===== src/rtl/writeback_unit_pkg.sv =====
// rtl/writeback_unit_pkg.sv - shared constants and request type for the writeback unit
package writeback_unit_pkg;

  localparam int XLEN      = 32;
  localparam int NREG      = 32;
  localparam int REG_IDX_W = $clog2(NREG);

  typedef struct packed {
    logic                 valid;
    logic [REG_IDX_W-1:0] rd;
    logic [XLEN-1:0]      data;
  } wb_req_t;

endpackage


===== src/rtl/writeback_unit_if.sv =====
// rtl/writeback_unit_if.sv - writeback bus; WRITEBACK_BYPASS_EN adds forwarding signals
interface writeback_unit_if;
  import writeback_unit_pkg::*;

  logic                 alu_valid;
  logic [REG_IDX_W-1:0] alu_rd;
  logic [XLEN-1:0]      alu_data;
  logic                 ld_valid;
  logic                 ld_ready;
  logic [REG_IDX_W-1:0] ld_rd;
  logic [XLEN-1:0]      ld_data;
  logic                 ld_issue;
  logic [REG_IDX_W-1:0] ld_issue_rd;
  logic [REG_IDX_W-1:0] rs1;
  logic [REG_IDX_W-1:0] rs2;
  logic                 rs1_busy;
  logic                 rs2_busy;
  logic [REG_IDX_W-1:0] rd;
  logic [XLEN-1:0]      writeData;
  logic                 regWrite;
`ifdef WRITEBACK_BYPASS_EN
  logic                 rs1_fwd;
  logic                 rs2_fwd;
  logic [XLEN-1:0]      fwd_data;

  modport master (
    output alu_valid, alu_rd, alu_data, ld_valid, ld_rd, ld_data,
           ld_issue, ld_issue_rd, rs1, rs2,
    input  ld_ready, rs1_busy, rs2_busy, rd, writeData, regWrite,
           rs1_fwd, rs2_fwd, fwd_data
  );
  modport slave (
    input  alu_valid, alu_rd, alu_data, ld_valid, ld_rd, ld_data,
           ld_issue, ld_issue_rd, rs1, rs2,
    output ld_ready, rs1_busy, rs2_busy, rd, writeData, regWrite,
           rs1_fwd, rs2_fwd, fwd_data
  );
`else
  modport master (
    output alu_valid, alu_rd, alu_data, ld_valid, ld_rd, ld_data,
           ld_issue, ld_issue_rd, rs1, rs2,
    input  ld_ready, rs1_busy, rs2_busy, rd, writeData, regWrite
  );
  modport slave (
    input  alu_valid, alu_rd, alu_data, ld_valid, ld_rd, ld_data,
           ld_issue, ld_issue_rd, rs1, rs2,
    output ld_ready, rs1_busy, rs2_busy, rd, writeData, regWrite
  );
`endif

endinterface


===== src/rtl/writeback_unit_load_scoreboard.sv =====
// rtl/writeback_unit_load_scoreboard.sv - outstanding-load tracking and RAW busy lookup
// WRITEBACK_BYPASS_EN drops the staged write from busy and reports it as a forward hit.
module load_scoreboard
  import writeback_unit_pkg::*;
(
  input  logic                 clk,
  input  logic                 reset,
  input  logic                 issue_valid,
  input  logic [REG_IDX_W-1:0] issue_rd,
  input  logic                 done_valid,
  input  logic [REG_IDX_W-1:0] done_rd,
  input  logic                 alu_valid,
  input  logic [REG_IDX_W-1:0] alu_rd,
  input  logic                 stage_valid,
  input  logic [REG_IDX_W-1:0] stage_rd,
  input  logic [REG_IDX_W-1:0] rs1,
  input  logic [REG_IDX_W-1:0] rs2,
`ifdef WRITEBACK_BYPASS_EN
  output logic                 rs1_fwd,
  output logic                 rs2_fwd,
`endif
  output logic                 rs1_busy,
  output logic                 rs2_busy
);

  logic [NREG-1:0] pending;
  logic [NREG-1:0] pending_nxt;
  logic            rs1_hit;
  logic            rs2_hit;

  // Clear first so a same-cycle reissue of the completing index stays pending.
  always_comb begin
    pending_nxt = pending;
    if (done_valid) pending_nxt[done_rd] = 1'b0;
    if (issue_valid && issue_rd != '0) pending_nxt[issue_rd] = 1'b1;
    pending_nxt[0] = 1'b0;
  end

  always_ff @(posedge clk or posedge reset) begin
    if (reset) pending <= '0;
    else       pending <= pending_nxt;
  end

  assign rs1_hit = stage_valid && (stage_rd == rs1);
  assign rs2_hit = stage_valid && (stage_rd == rs2);

`ifdef WRITEBACK_BYPASS_EN
  assign rs1_fwd  = rs1_hit;
  assign rs2_fwd  = rs2_hit;
  assign rs1_busy = (rs1 != '0) && pending[rs1];
  assign rs2_busy = (rs2 != '0) && pending[rs2];
`else
  assign rs1_busy = (rs1 != '0) && (pending[rs1] || rs1_hit);
  assign rs2_busy = (rs2 != '0) && (pending[rs2] || rs2_hit);
`endif

  // Decode must never double-issue a pending register nor let the ALU overtake a load.
  a_issue_pending: assert property (@(posedge clk) disable iff (reset)
    !(issue_valid && issue_rd != '0 && pending[issue_rd] && !(done_valid && done_rd == issue_rd)));
  a_alu_pending: assert property (@(posedge clk) disable iff (reset)
    !(alu_valid && pending[alu_rd]));

endmodule


===== src/rtl/writeback_unit.sv =====
// rtl/writeback_unit.sv - ALU/load write-port arbiter with staged write and load scoreboard
// WRITEBACK_BYPASS_EN exposes the staged write as a one-cycle forward.
module writeback_unit
  import writeback_unit_pkg::*;
(
  input  logic           clk,
  input  logic           reset,
  writeback_unit_if.slave bus
);

  wb_req_t alu_req;
  wb_req_t ld_req;
  wb_req_t stage_d;
  wb_req_t stage_q;
  logic    ld_fire;

  // ALU results cannot stall, so loads only get the port on ALU-idle cycles.
  assign ld_fire = bus.ld_valid && !bus.alu_valid;
  assign alu_req = '{valid: bus.alu_valid, rd: bus.alu_rd, data: bus.alu_data};
  assign ld_req  = '{valid: ld_fire, rd: bus.ld_rd, data: bus.ld_data};

  always_comb begin
    stage_d       = stage_q;
    stage_d.valid = 1'b0;
    if (alu_req.valid)     stage_d = alu_req;
    else if (ld_req.valid) stage_d = ld_req;
  end

  always_ff @(posedge clk or posedge reset) begin
    if (reset) stage_q <= '0;
    else       stage_q <= stage_d;
  end

  assign bus.ld_ready  = !bus.alu_valid;
  assign bus.regWrite  = stage_q.valid;
  assign bus.rd        = stage_q.rd;
  assign bus.writeData = stage_q.data;

`ifdef WRITEBACK_BYPASS_EN
  assign bus.fwd_data = stage_q.data;
`endif

  load_scoreboard u_scoreboard (
    .clk         (clk),
    .reset       (reset),
    .issue_valid (bus.ld_issue),
    .issue_rd    (bus.ld_issue_rd),
    .done_valid  (ld_fire),
    .done_rd     (bus.ld_rd),
    .alu_valid   (bus.alu_valid),
    .alu_rd      (bus.alu_rd),
    .stage_valid (stage_q.valid),
    .stage_rd    (stage_q.rd),
    .rs1         (bus.rs1),
    .rs2         (bus.rs2),
`ifdef WRITEBACK_BYPASS_EN
    .rs1_fwd     (bus.rs1_fwd),
    .rs2_fwd     (bus.rs2_fwd),
`endif
    .rs1_busy    (bus.rs1_busy),
    .rs2_busy    (bus.rs2_busy)
  );

endmodule

===== src/flat_wrapper.sv =====
// flat-port wrapper written by rule: the top's interface ports become plain ports
module writeback_unit_flat import writeback_unit_pkg::*;
  (clk, reset, bus_alu_valid, bus_alu_rd, bus_alu_data, bus_ld_valid, bus_ld_rd, bus_ld_data, bus_ld_issue, bus_ld_issue_rd, bus_rs1, bus_rs2, bus_ld_ready, bus_rs1_busy, bus_rs2_busy, bus_rd, bus_writeData, bus_regWrite);
  writeback_unit_if bus_i ();
  input  logic clk;
  input  logic reset;
  input wire logic [$bits(bus_i.alu_valid)-1:0] bus_alu_valid;
  input wire logic [$bits(bus_i.alu_rd)-1:0] bus_alu_rd;
  input wire logic [$bits(bus_i.alu_data)-1:0] bus_alu_data;
  input wire logic [$bits(bus_i.ld_valid)-1:0] bus_ld_valid;
  input wire logic [$bits(bus_i.ld_rd)-1:0] bus_ld_rd;
  input wire logic [$bits(bus_i.ld_data)-1:0] bus_ld_data;
  input wire logic [$bits(bus_i.ld_issue)-1:0] bus_ld_issue;
  input wire logic [$bits(bus_i.ld_issue_rd)-1:0] bus_ld_issue_rd;
  input wire logic [$bits(bus_i.rs1)-1:0] bus_rs1;
  input wire logic [$bits(bus_i.rs2)-1:0] bus_rs2;
  output wire logic [$bits(bus_i.ld_ready)-1:0] bus_ld_ready;
  output wire logic [$bits(bus_i.rs1_busy)-1:0] bus_rs1_busy;
  output wire logic [$bits(bus_i.rs2_busy)-1:0] bus_rs2_busy;
  output wire logic [$bits(bus_i.rd)-1:0] bus_rd;
  output wire logic [$bits(bus_i.writeData)-1:0] bus_writeData;
  output wire logic [$bits(bus_i.regWrite)-1:0] bus_regWrite;
  assign bus_i.alu_valid = bus_alu_valid;
  assign bus_i.alu_rd = bus_alu_rd;
  assign bus_i.alu_data = bus_alu_data;
  assign bus_i.ld_valid = bus_ld_valid;
  assign bus_i.ld_rd = bus_ld_rd;
  assign bus_i.ld_data = bus_ld_data;
  assign bus_i.ld_issue = bus_ld_issue;
  assign bus_i.ld_issue_rd = bus_ld_issue_rd;
  assign bus_i.rs1 = bus_rs1;
  assign bus_i.rs2 = bus_rs2;
  assign bus_ld_ready = bus_i.ld_ready;
  assign bus_rs1_busy = bus_i.rs1_busy;
  assign bus_rs2_busy = bus_i.rs2_busy;
  assign bus_rd = bus_i.rd;
  assign bus_writeData = bus_i.writeData;
  assign bus_regWrite = bus_i.regWrite;
  writeback_unit u_core (.clk(clk), .reset(reset), .bus(bus_i));
endmodule

===== config.mk =====
export PLATFORM = sky130hd
export DESIGN_NAME = writeback_unit_flat
export DESIGN_NICKNAME = d
export VERILOG_FILES = /design/src/rtl/writeback_unit_pkg.sv /design/src/rtl/writeback_unit_if.sv /design/src/rtl/writeback_unit_load_scoreboard.sv /design/src/rtl/writeback_unit.sv /design/src/flat_wrapper.sv
export SDC_FILE = /design/constraint.sdc
export NUM_CORES = 1
export LEC_CHECK = 0
export ABC_AREA = 1
export CAP_MARGIN = 20
export CORE_MARGIN = 2
export CORE_UTILIZATION = 28
export CTS_CLUSTER_SIZE = 40
export DETAILED_ROUTE_END_ITERATION = 7
export GPL_TIMING_DRIVEN = 1
export PLACE_DENSITY_LB_ADDON = 0.2
export SETUP_SLACK_MARGIN = 0.3
export SYNTH_ARGS = -nofsm -noshare
export SYNTH_HDL_FRONTEND = slang
export SYNTH_HIERARCHICAL = 1
export SYNTH_SLANG_ARGS = --single-unit

===== constraint.sdc =====
create_clock -name clk -period 1.43 [get_ports clk]
set_clock_uncertainty 0.1 [all_clocks]
set_input_delay 0.2145 -clock clk [delete_from_list [all_inputs] [get_ports clk]]
set_output_delay 0.2145 -clock clk [all_outputs]
set_load 0.02 [all_outputs]

* Word level (Yosys, flattened, before mapping)
Cells that the tools add are included.
Widths: inputs -> output; s select.
** Word-level totals
- Flip-flop bits (word level) :: 69
- Output and inout bits :: 41
- Bits of input ports :: 94
- Word-level logic and storage cells :: 42
** Operators by class
- Reduce and logical (&&, ||, !) cells :: 15
- Multiplexer cells :: 12
- Bitwise gates (word level) :: 3
- Equality and inequality tests :: 2
- $lt $le $gt $ge :: 6
** Operators by type and width (count)
- $mux 38 :: 2
- $mux 32 :: 2
- $and 32x32->32 :: 1
- $not 32->32 :: 1
- $or 32x32->32 :: 1
- $lt 5x6->1 const B :: 4
- $reduce_bool 5->1 :: 3
- $bmux 1 s5 :: 2
- $demux 1 s5 :: 2
- $eq 5x5->1 :: 2
- $ge 5x1->1 const B :: 2
- $logic_and 1x1->1 :: 8
- $mux 1 :: 4
- $logic_or 1x1->1 :: 2
- $reduce_bool 2->1 :: 1
- $logic_not 1->1 :: 1

* Depth between registers and ports, before layout
Gate-level depths: netlist of the first run.
- Word-level depth :: 9
- Mapped depth :: 11
- Gate-level depth less buffers :: 11

* By module
Netlist of the first run, hierarchy kept.
** Modules (own cells, without submodules)
- load_scoreboard :: area an instance 2143.3 µm², cells an instance 329, times used 1
- writeback_unit :: area an instance 1727.9 µm², cells an instance 208, times used 1

* Worst setup path before layout of the first run
No wires, ideal clock.
- Kind :: flip-flop to output port
- From :: reg u_core.stage_q (netlist bit u_core/bus.rd[4])
- To :: out bus_rs2_busy
- Path buffers :: 0
- Arrival time :: 1.258 ns
- Stages on the path, launching flop included :: 9
- Setup slack :: -0.142 ns
- Data required time :: 1.116 ns
- Path through :: dfrtp_1 inv_1 nand2_1 o21ai_1 nor2_1 nand3_1 nand2_1 nor2_1 a21oi_1
** On the way
- Cells in the longest elaborated chain, start to end :: 4
** RTL lines
- start: declaration :: line writeback_unit.sv:14 : wb_req_t stage_q;
- start signal: assignment :: line writeback_unit.sv:31 : else stage_q <= stage_d;
- $eq 5x5->1 :: line writeback_unit_load_scoreboard.sv:45 : assign rs2_hit = stage_valid && (stage_rd == rs2);
- $logic_and 1x1->1 :: line writeback_unit_load_scoreboard.sv:45
- $logic_or 1x1->1 :: line writeback_unit_load_scoreboard.sv:54 : assign rs2_busy = (rs2 != '0) && (pending[rs2] || rs2_hit);
- $logic_and 1x1->1 :: line writeback_unit_load_scoreboard.sv:54
- end: declaration :: line flat_wrapper.sv:19 : output wire logic [$bits(bus_i.rs2_busy)-1:0] bus_rs2_busy;
Every way passes these cells.

* Worst setup path after layout of the first run
- From :: reg u_core.u_scoreboard.pending[8]
- To :: out bus_rs2_busy
** On the way
- Cells in the longest elaborated chain, start to end :: 4
** RTL lines
- start: declaration :: line writeback_unit_load_scoreboard.sv:26 : logic [NREG-1:0] pending;
- start signal: assignment :: line writeback_unit_load_scoreboard.sv:41 : else pending <= pending_nxt;
- $bmux 1 s5 :: line writeback_unit_load_scoreboard.sv:54
- $mux 1 (implied by the code) :: line writeback_unit_load_scoreboard.sv:54
- $logic_or 1x1->1 :: line writeback_unit_load_scoreboard.sv:54
- $logic_and 1x1->1 :: line writeback_unit_load_scoreboard.sv:54
Every way passes these cells. The select of a mux whose other input is x is not followed.

==> results of run 1 <==
==> layout make-up <==
| type | instances | area share (%) |
|---|---|---|
| tap | 176 | 3.387 |
| clock inverter | 6 | 1.443 |
| clock buffer | 10 | 3.675 |
| multi-input combinational | 390 | 29.84 |
| sequential | 69 | 26.65 |
| timing repair buffer | 206 | 31.67 |
| inverter | 54 | 3.329 |
==> sequential cells by signal, indices dropped and copies added (netlist names) <==
name and flops:
u_core/u_scoreboard/pending 31, u_core/bus.writeData 32, u_core/bus.regWrite 1, u_core/bus.rd 5
==> worst reg2reg max path, cell delays in order, from the launching register on <==
cell and delay (ns):
dfrtp_1 0.40, buf_4 0.14, buf_4 0.12, o21ai_1 0.08, o21ai_1 0.08
==> cells by family after synthesis <==
kind of cell           after synthesis  share of synthesized area (%)
AND/OR/NAND/NOR                    303                          34.29
buffers and inverters               78                          9.534
flip-flops                          69                          44.60
AO/OA/AOI/OAI                       87                          11.57
==> path summary, 6_finish.rpt <==
path,from,endpoint,slack (ns),cells after the start
setup / recovery,u_core/u_scoreboard/pending[8]$_DFF_PP0_,bus_rs2_busy,-0.48,8
min in group clk,bus_ld_issue_rd[2],u_core/u_scoreboard/pending[22]$_DFF_PP0_,0.22,3
setup reg to reg,u_core/u_scoreboard/pending[18]$_DFF_PP0_,u_core/u_scoreboard/pending[18]$_DFF_PP0_,0.41,4
max in group asynchronous,reset,u_core/bus.rd[2]$_DFFE_PP0P_,0.72,3
hold / removal,reset,u_core/bus.writeData[21]$_DFFE_PP0P_,0.1,2
hold reg to reg,u_core/u_scoreboard/pending[30]$_DFF_PP0_,u_core/u_scoreboard/pending[30]$_DFF_PP0_,0.40,2
==> power by group through the flow <==
| stage | clock network (mW) | registers (mW) | logic, mW |
|---|---|---|---|
| global route | 2.59 | 2.58 | 2.23 |
| global placement | 0 | 2.54 | 1.78 |
| finish | 2.44 | 2.55 | 2.03 |
| CTS | 2.50 | 2.54 | 1.86 |
| floorplan | 0 | 2.58 | 0.803 |
| detailed placement | 0 | 2.55 | 1.79 |
==> cells in the mapped netlist <==
cell type and n:
a21oi_1 10, buf_1 1, buf_2 10, buf_4 7, buf_6 5, clkbuf_1 1
dfrtp_1 69, inv_1 49, inv_2 5, nand2_1 146, nand3_1 138, nand3b_1 1
nand4_1 1, nor2_1 14, nor2_2 1, nor2_4 1, nor3_1 1, o211ai_1 3
o21ai_0 64, o21ai_1 6, o22ai_1 4
==> timing repair <==
item,CTS,global route
setup endpoints to repair,110,95
gates cloned,0,1
endpoints found under the hold margin,0,0
buffers inserted,3,14
resized for setup,269,50
pin swaps,13,20
==> per-layer routing <==
layer | global-route usage, % | up-vias | wire length [um]
met2 | 31.43 | 146 | 6955
met5 | 0 | - | 0
met3 | 3.324 | 15 | 892
met1 | 25.68 | 2106 | 6101
li1 | - | 2175 | -
met4 | 5.891 | 0 | 165
==> results.py, run 1 <==
metrics = {
    "synth": {
        "synth_cells": 537,
        "synth_area_per_cell_um2": 7.209,
        "ys.warnings.count": 6,
        "seq_area_frac_synth_pct": 44.60,
        "synth_seq_cells": 69,
        "synthTopCellsByArea": "dfrtp_1, nand3_1, nand2_1, o21ai_0, inv_1",
        "synth.top_cell.area_share_pct": 44.60,
        "synth_cell_types": 21,
        "synth_area_um2": 3871,
        "syn-num-nets": 631,
        "synth_top_area_cell": "dfrtp_1",
    },
    "routing": {
        "antenna_left": 0,
        "drt_iter0_markers": 371,
        "via_per_inst": 4.876,
        "drc": 0,
        "wl_um": 14120,
        "dr_total_vias": 4442,
        "wl_per_cell_um": 15.49,
        "drt-pass1-iter-count": 5,
    },
    "floorplanning": {
        "die-area_um2": 14780,
        "pin_count": 135,
        "design.core.area_um2": 13350,
        "start_util_pct": 29.00,
        "die_h_um": 121.6,
        "rows": 42,
        "die_x_um": 121.6,
    },
    "cts": {
        "cts_buffers": 9,
        "clk_latency_ns": 0.33,
        "path_clk_slew_ns": 0.06,
        "cts_buffer_depth": 2,
        "ctsHtreeMaxLevel": 3,
        "cts_root_buf": "clkbuf_16",
        "clock_sinks": 69,
        "cts_tree": "built",
        "hold_buffers": 0,
    },
    "critical_path": {
        "end_kind": "output pin",
        "arrival_ns": 1.59,
        "critPathMaxStageDelay_ns": 0.42,
        "cp_max_fo": 3,
        "cp_num_buf_inv": 2,
        "cp-start-kind": "flop",
        "path_delay_family": "flip-flops",
        "critPathKind": "reg -> out",
        "worst_ep_required_time_ns": 1.12,
        "cp_cell_sequence": "buf_4 > a21oi_2 > nand3_1 > nand3_1 > nor2_1 > nor2_1 > a21oi_2 > buf_4",
        "critPathSlowestCell": "dfrtp_1",
    },
    "worst_hold_path": {
        "hold_path.class": "in -> async",
    },
    "place": {
        "portBuffers": 134,
        "gp_congestion": 0.8733,
        "place_ws_ns": -1.065,
        "dp_hpwl_um": 10490,
        "placement.cell_area_um2": 5806,
        "placedCellCount": 877,
    },
    "run_status": {
        "violations": "negative setup slack",
        "outcome": "finished with violations",
    },
    "power": {
        "switchingPower_mw": 2.151,
        "p_clk_share_pct": 34.8,
        "ir_worst_vdd_mv": 0.4459,
        "swShare_pct": 30.59,
        "p_int_mw": 4.881,
        "power_density_nw_per_um2": 1081,
        "power_mw": 7.032,
        "sequentialPowerShare_pct": 36.3,
        "combPwrFrac_pct": 28.9,
        "p_leak_nw": 3.021,
    },
    "timing": {
        "whs_ns": 0.09807,
        "period_minus_slack_ns": 1.906,
        "period_share_pct": 133.3,
        "rsz0062_at_grt": "yes",
        "slew_violations": 0,
        "finalSetupViolations": 2,
        "worstMarginPinSlew_ns": 0.3831,
        "relSlewSlack_pct": 74.46,
        "max_freq_ghz": 0.5245,
        "tns_ns": -0.8953,
        "hold_viol": 0,
        "setup_slack_ns": -0.4765,
    },
    "flow_run": {
        "drv_cap": 0,
    },
    "final_layout": {
        "final_cell_mix": "nand2_1, nand3_1, clkdlybuf4s50_1",
        "mostFrequentLayoutCell": "nand2_1",
        "fin_area_um2": 6502,
        "n_antenna_cell": 0,
        "area_growth_pct": 67.97,
        "drive_gt1_share_pct": 26.39,
        "multiInputGateArea_um2": 1941,
        "fillCellCount": 1319,
        "fin_util_pct": 48.72,
        "ff_latch_area_um2": 1733,
        "final_nets": 824,
        "final_cells": 911,
    },
    "global_route": {
        "grt_antenna_before_repair": 0,
        "grt_max_degree": 38,
        "grt_pass1_wl_um": 22000,
        "grt_usage_pct": 19.08,
        "first_global_vias": 4279,
        "gr-total-overflow": 0,
    },
}
Note: power is estimated with default switching activity, not from simulation.
==> inputs of run 2 (changes only) <==
- CAP_MARGIN: 20 -> not set
==> results of run 2 <==
No change in the layout: final DEF, timing and power equal those of run 1.
==> inputs of run 3 (changes only) <==
- ABC_CLOCK_PERIOD_IN_PS: not set -> 1430
==> results of run 3 <==
No change in the layout: final DEF, timing and power equal those of run 1.
==> edit 1 (settings of run 3) <==
Set the package constant `XLEN` to 28 (it was 32).
--- a/src/rtl/writeback_unit_pkg.sv
+++ b/src/rtl/writeback_unit_pkg.sv
@@ -1,7 +1,7 @@
 // rtl/writeback_unit_pkg.sv - shared constants and request type for the writeback unit
 package writeback_unit_pkg;
 
-  localparam int XLEN      = 32;
+  localparam int XLEN      = 28;
   localparam int NREG      = 32;
   localparam int REG_IDX_W = $clog2(NREG);
 
Interface: changed (resized bus_alu_data, bus_ld_data and bus_writeData); port bits go from 135 to 123. No check against the original RTL was run, so the function may have changed too.
==> edit 1 against run 3 <==
The run still ends with setup timing left. Setup slack improved by 0.027 ns. Critical path depth unchanged. Cell area decreased by 5.7%. Synthesized area decreased by 4.0%. Sequential cell count decreased by 4. Non-clock buffer count decreased by 6. First-iteration DRC count decreased by 21%. Sequential power decreased by 6%. Sequential share of layout area about the same. Total power decreased by 8.8%. Worst hold slack improved by 0.052 ns. Routed wire length decreased by 7.0%. Largest power group unchanged.
==> edit 1: results (changes against run 3) <==
outcome:
  status: "complete, but fails checks"  # unchanged
  violations: "setup timing"  # unchanged
sta:
  timing.final.ws_setup_ns: -0.449  # was -0.476 ns
  setup-violations-final: 2  # unchanged
  holdWs_ns: 0.151  # was 0.0981 ns
synthesis:
  seq_area_frac_synth_pct: 43.8  # was 44.6%
  syn-num-nets: 601  # was 631
  synth_common_cells: "nand2_1 (138), nand3_1 (130), dfrtp_1 (65)"  # was nand2_1 (146), nand3_1 (138), dfrtp_1 (69)
  synth_cell_types: 20  # was 21
  synth_top_cells_by_area: "dfrtp_1 (44%), nand3_1 (18%), nand2_1 (14%)"  # was dfrtp_1 (45%), nand3_1 (18%), nand2_1 (14%)
finish:
  drive_above_1_share_pct: 24.4  # was 26.4%
  regArea_um2: 1630  # was 1730 um2
  fill_cells: 1296  # was 1319
grt:
  grt_max_degree: 34  # was 38
  grt_pass1_vias: 4064  # was 4279
  use_met3_pct: 4.12  # was 3.32%
place:
  pre_cts_ws_ns: -1.10  # was -1.07 ns
  hpwl_um: 9700  # was 10500 um
  dp.cells: 846  # was 877
setup_path:
  cp.arrival_ns: 1.56  # was 1.59 ns
  critPathLaunch: "u_core/u_scoreboard/pending[22]$_DFF_PP0_"  # was u_core/u_scoreboard/pending[8]$_DFF_PP0_
  reg2reg_from: "u_core/u_scoreboard/pending[21]$_DFF_PP0_"  # was u_core/u_scoreboard/pending[18]$_DFF_PP0_
drt:
  wl_per_cell_um: 14.8  # was 15.5 um
cts:
  post_cts_resized: 258  # was 269
  postCtsSetupRepairBufs: 10  # was 3
power:
  ir_worst_vdd_mv: 0.463  # was 0.446 mV
==> edit 1: cell count changes after synthesis, sizes merged <==
cell / before / now
nand2: 146 / 138
nand3: 138 / 130
dfrtp: 69 / 65
buf: 23 / 22
clkbuf: 1 / 0
==> edit 1: routing by layer <==
layer	up-vias	routed length, um
li1	2107	-
met1	1948	5620
met2	142	6370
met3	18	934
met4	0	204
met5	-	0
==> edit 1: area by class of cell <==
type | instances | share of cell area (%)
sequential | 65 | 26.6
tap | 176 | 3.59
multi-input combinational | 375 | 30.0
antenna | 2 | 0.0816
clock inverter | 4 | 0.735
timing repair buffer | 200 | 31.7
clock buffer | 12 | 3.86
inverter | 54 | 3.47
==> edit 1: power breakdown <==
part           internal, mW  switching [mW]
Sequential             2.14           0.257
Clock                  1.34           0.769
Combinational         0.969           0.930
==> edit 1: logic make-up after synthesis <==
family          count (synthesis)
compound gates                 87
buf+inv                        76
flops                          65
simple gates                  287
==> edit 2 (flow settings as in run 3) <==
Without the edit above. Make the reset (`reset`) synchronous in 2 clocked blocks.
--- a/src/rtl/writeback_unit_load_scoreboard.sv
+++ b/src/rtl/writeback_unit_load_scoreboard.sv
@@ -36,7 +36,7 @@
     pending_nxt[0] = 1'b0;
   end
 
-  always_ff @(posedge clk or posedge reset) begin
+  always_ff @(posedge clk) begin
     if (reset) pending <= '0;
     else       pending <= pending_nxt;
   end
--- a/src/rtl/writeback_unit.sv
+++ b/src/rtl/writeback_unit.sv
@@ -26,7 +26,7 @@
     else if (ld_req.valid) stage_d = ld_req;
   end
 
-  always_ff @(posedge clk or posedge reset) begin
+  always_ff @(posedge clk) begin
     if (reset) stage_q <= '0;
     else       stage_q <= stage_d;
   end
Formal check against the unedited RTL: differs if reset is asserted again (counterexample within 4 cycles, from zero or initial values and one cycle with reset high); with reset held inactive, the same outputs for 10 cycles.
==> edit 2 against run 3 <==
The run still ends with setup timing left. Sequential cell count unchanged. Cell area is 2.0% higher. Utilization is 1.3 points lower. Routed wire length up 13%. Register-to-register slack gained 0.11 ns. Synthesized area grew 4.0%. First-iteration DRC count fell by 1.9%. Sequential power decreased by 18%. Setup slack gained 0.14 ns. Via count rose by 11%. Sequential share of layout area down 4.4 points. Total power fell by 17%. Global-route usage increased by 2.0 points. Critical endpoint unchanged.
==> edit 2: results (changes against run 3) <==
outcome:
  status: "complete, but fails checks"  # unchanged
  violations: "setup timing"  # unchanged
finish:
  nonClkBufAreaFrac_pct: 30.3  # was 31.7%
  non_clock_buffer_count: 198  # was 206
  fill_cells: 1456  # was 1319
  clkbuf_count: 11  # was 10
  clk_share_pct: 4.75  # was 5.12%
  diodes: 1  # was 0
  multi_input_area_um2: 2220  # was 1940 um2
  drive_above_1_share_pct: 31.5  # was 26.4%
  multi_input_cells: 459  # was 390
  sequential_cell_total: 69  # unchanged
  final_nets: 927  # was 824
grt:
  grt_pass1_vias: 4873  # was 4279
  grt_usage_pct: 21.0  # was 19.1%
  antenna_found_initial: 1  # was 0
  met1_usage_pct: 25.4  # was 25.7%
  gr-usage-met2_pct: 34.5  # was 31.4%
  grt_pass1_wl_um: 24600  # was 22000 um
drt:
  met3WireLength_um: 1210  # was 892 um
  routed_via_density: 4.86  # was 4.88
  wl_per_cell_um: 15.6  # was 15.5 um
  m1WireLength_um: 6630  # was 6100 um
place:
  hpwl_um: 11700  # was 10500 um
  gp_congestion: 0.856  # was 0.873
setup_path:
  path_delay_family: "simple AND/OR/NAND/NOR gates"  # was flip-flops
  reg2reg_slack_ns: 0.52  # was 0.41 ns
  critPathMaxFanout: 2  # was 3
  critPathLaunch: "u_core/u_scoreboard/pending[7]$_SDFF_PP0_"  # was u_core/u_scoreboard/pending[8]$_DFF_PP0_
  r2r-end: "u_core/bus.rd[2]$_SDFFE_PP0P_"  # was u_core/u_scoreboard/pending[18]$_DFF_PP0_
  r2r_cells: 5  # was 4
  cp.arrival_ns: 1.45  # was 1.59 ns
  slowest_delay_ns: 0.32  # was 0.42 ns
synthesis:
  synth_common_cells: "nand2_1 (217), nand3_1 (148), inv_1 (88)"  # was nand2_1 (146), nand3_1 (138), dfrtp_1 (69)
  synth_top_cells_by_area: "dfxtp_1 (34%), nand2_1 (20%), nand3_1 (18%)"  # was dfrtp_1 (45%), nand3_1 (18%), nand2_1 (14%)
  postSynth.asyncResetShare_pct: 0  # was 100%
  syn-num-nets: 750  # was 631
  seq_area_frac_synth_pct: 34.3  # was 44.6%
sta:
  finalSetupTns_ns: -0.671  # was -0.895 ns
  timing.final.ws_setup_ns: -0.338  # was -0.476 ns
  setup-violations-final: 2  # unchanged
  max-slew-margin-rel_pct: 73.2  # was 74.5%
worst_hold_path:
  hold_class: "primary input to flip-flop"  # was primary input to async pin
power:
  p_leak_nw: 3.14  # was 3.02 nW
  ir_worst_vdd_mv: 0.528  # was 0.446 mV
-- edit 2: worst max-delay path by stage --
stage,end,slack (ns)
2_1_floorplan,bus_rs1_busy,0.10
3_3_place_gp,bus_rs2_busy,-1.05
3_5_place_dp,bus_rs1_busy,-1.02
4_1_cts,bus_rs2_busy,-0.34
5_1_grt,bus_rs1_busy,-0.44
6_report,bus_rs2_busy,-0.34
-- edit 2: what timing repair did --
action                     in CTS  in global routing
pin swaps                      23                 14
gates cloned                    2                  2
buffers inserted                1                  2
resized for setup             371                 47
hold endpoints to repair        0                  0
setup endpoints to repair     110                 76
-- edit 2: power by group --
part           total, mW  switching (mW)  internal (mW)
Combinational       1.36           0.674          0.682
Sequential          2.09          0.0728           2.02
Clock               2.40           0.839           1.56
-- edit 2: logic make-up (layout without fill, tap and decap cells) --
logic type / Yosys count / in the layout / share of synthesized area, %
buf+inv: 128 / 309 / 14.5
xor+xnor: 1 / 1 / 0.217
compound gates: 72 / 72 / 9.04
other cells: 0 / 1 / 0
simple gates: 386 / 386 / 41.9
flops: 69 / 69 / 34.3
-- edit 2: stage by stage --
stage | hold slack, ns | power (mW) | utilization [%] | cell area, um2 | std cells
2_1_floorplan | 0.184 | 2.71 | - | 4130 | 656
5_1_grt | 0.335 | 6.13 | 47.4 | 6630 | 1018
3_3_place_gp | 0.367 | 3.35 | 42.2 | 5900 | 995
3_5_place_dp | 0.372 | 3.36 | 42.2 | 5900 | 995
4_1_cts | 0.252 | 5.85 | 46.3 | 6480 | 1013
6_report | 0.279 | 5.85 | 47.4 | 6630 | 1018
-- edit 2: worst min-delay path, stage by stage --
cell	delay [ns]
buf_4	0.13
buf_4	0.13
nand2_1	0.05
nand3_1	0.07
nand2_1	0.04
inv_1	0.05
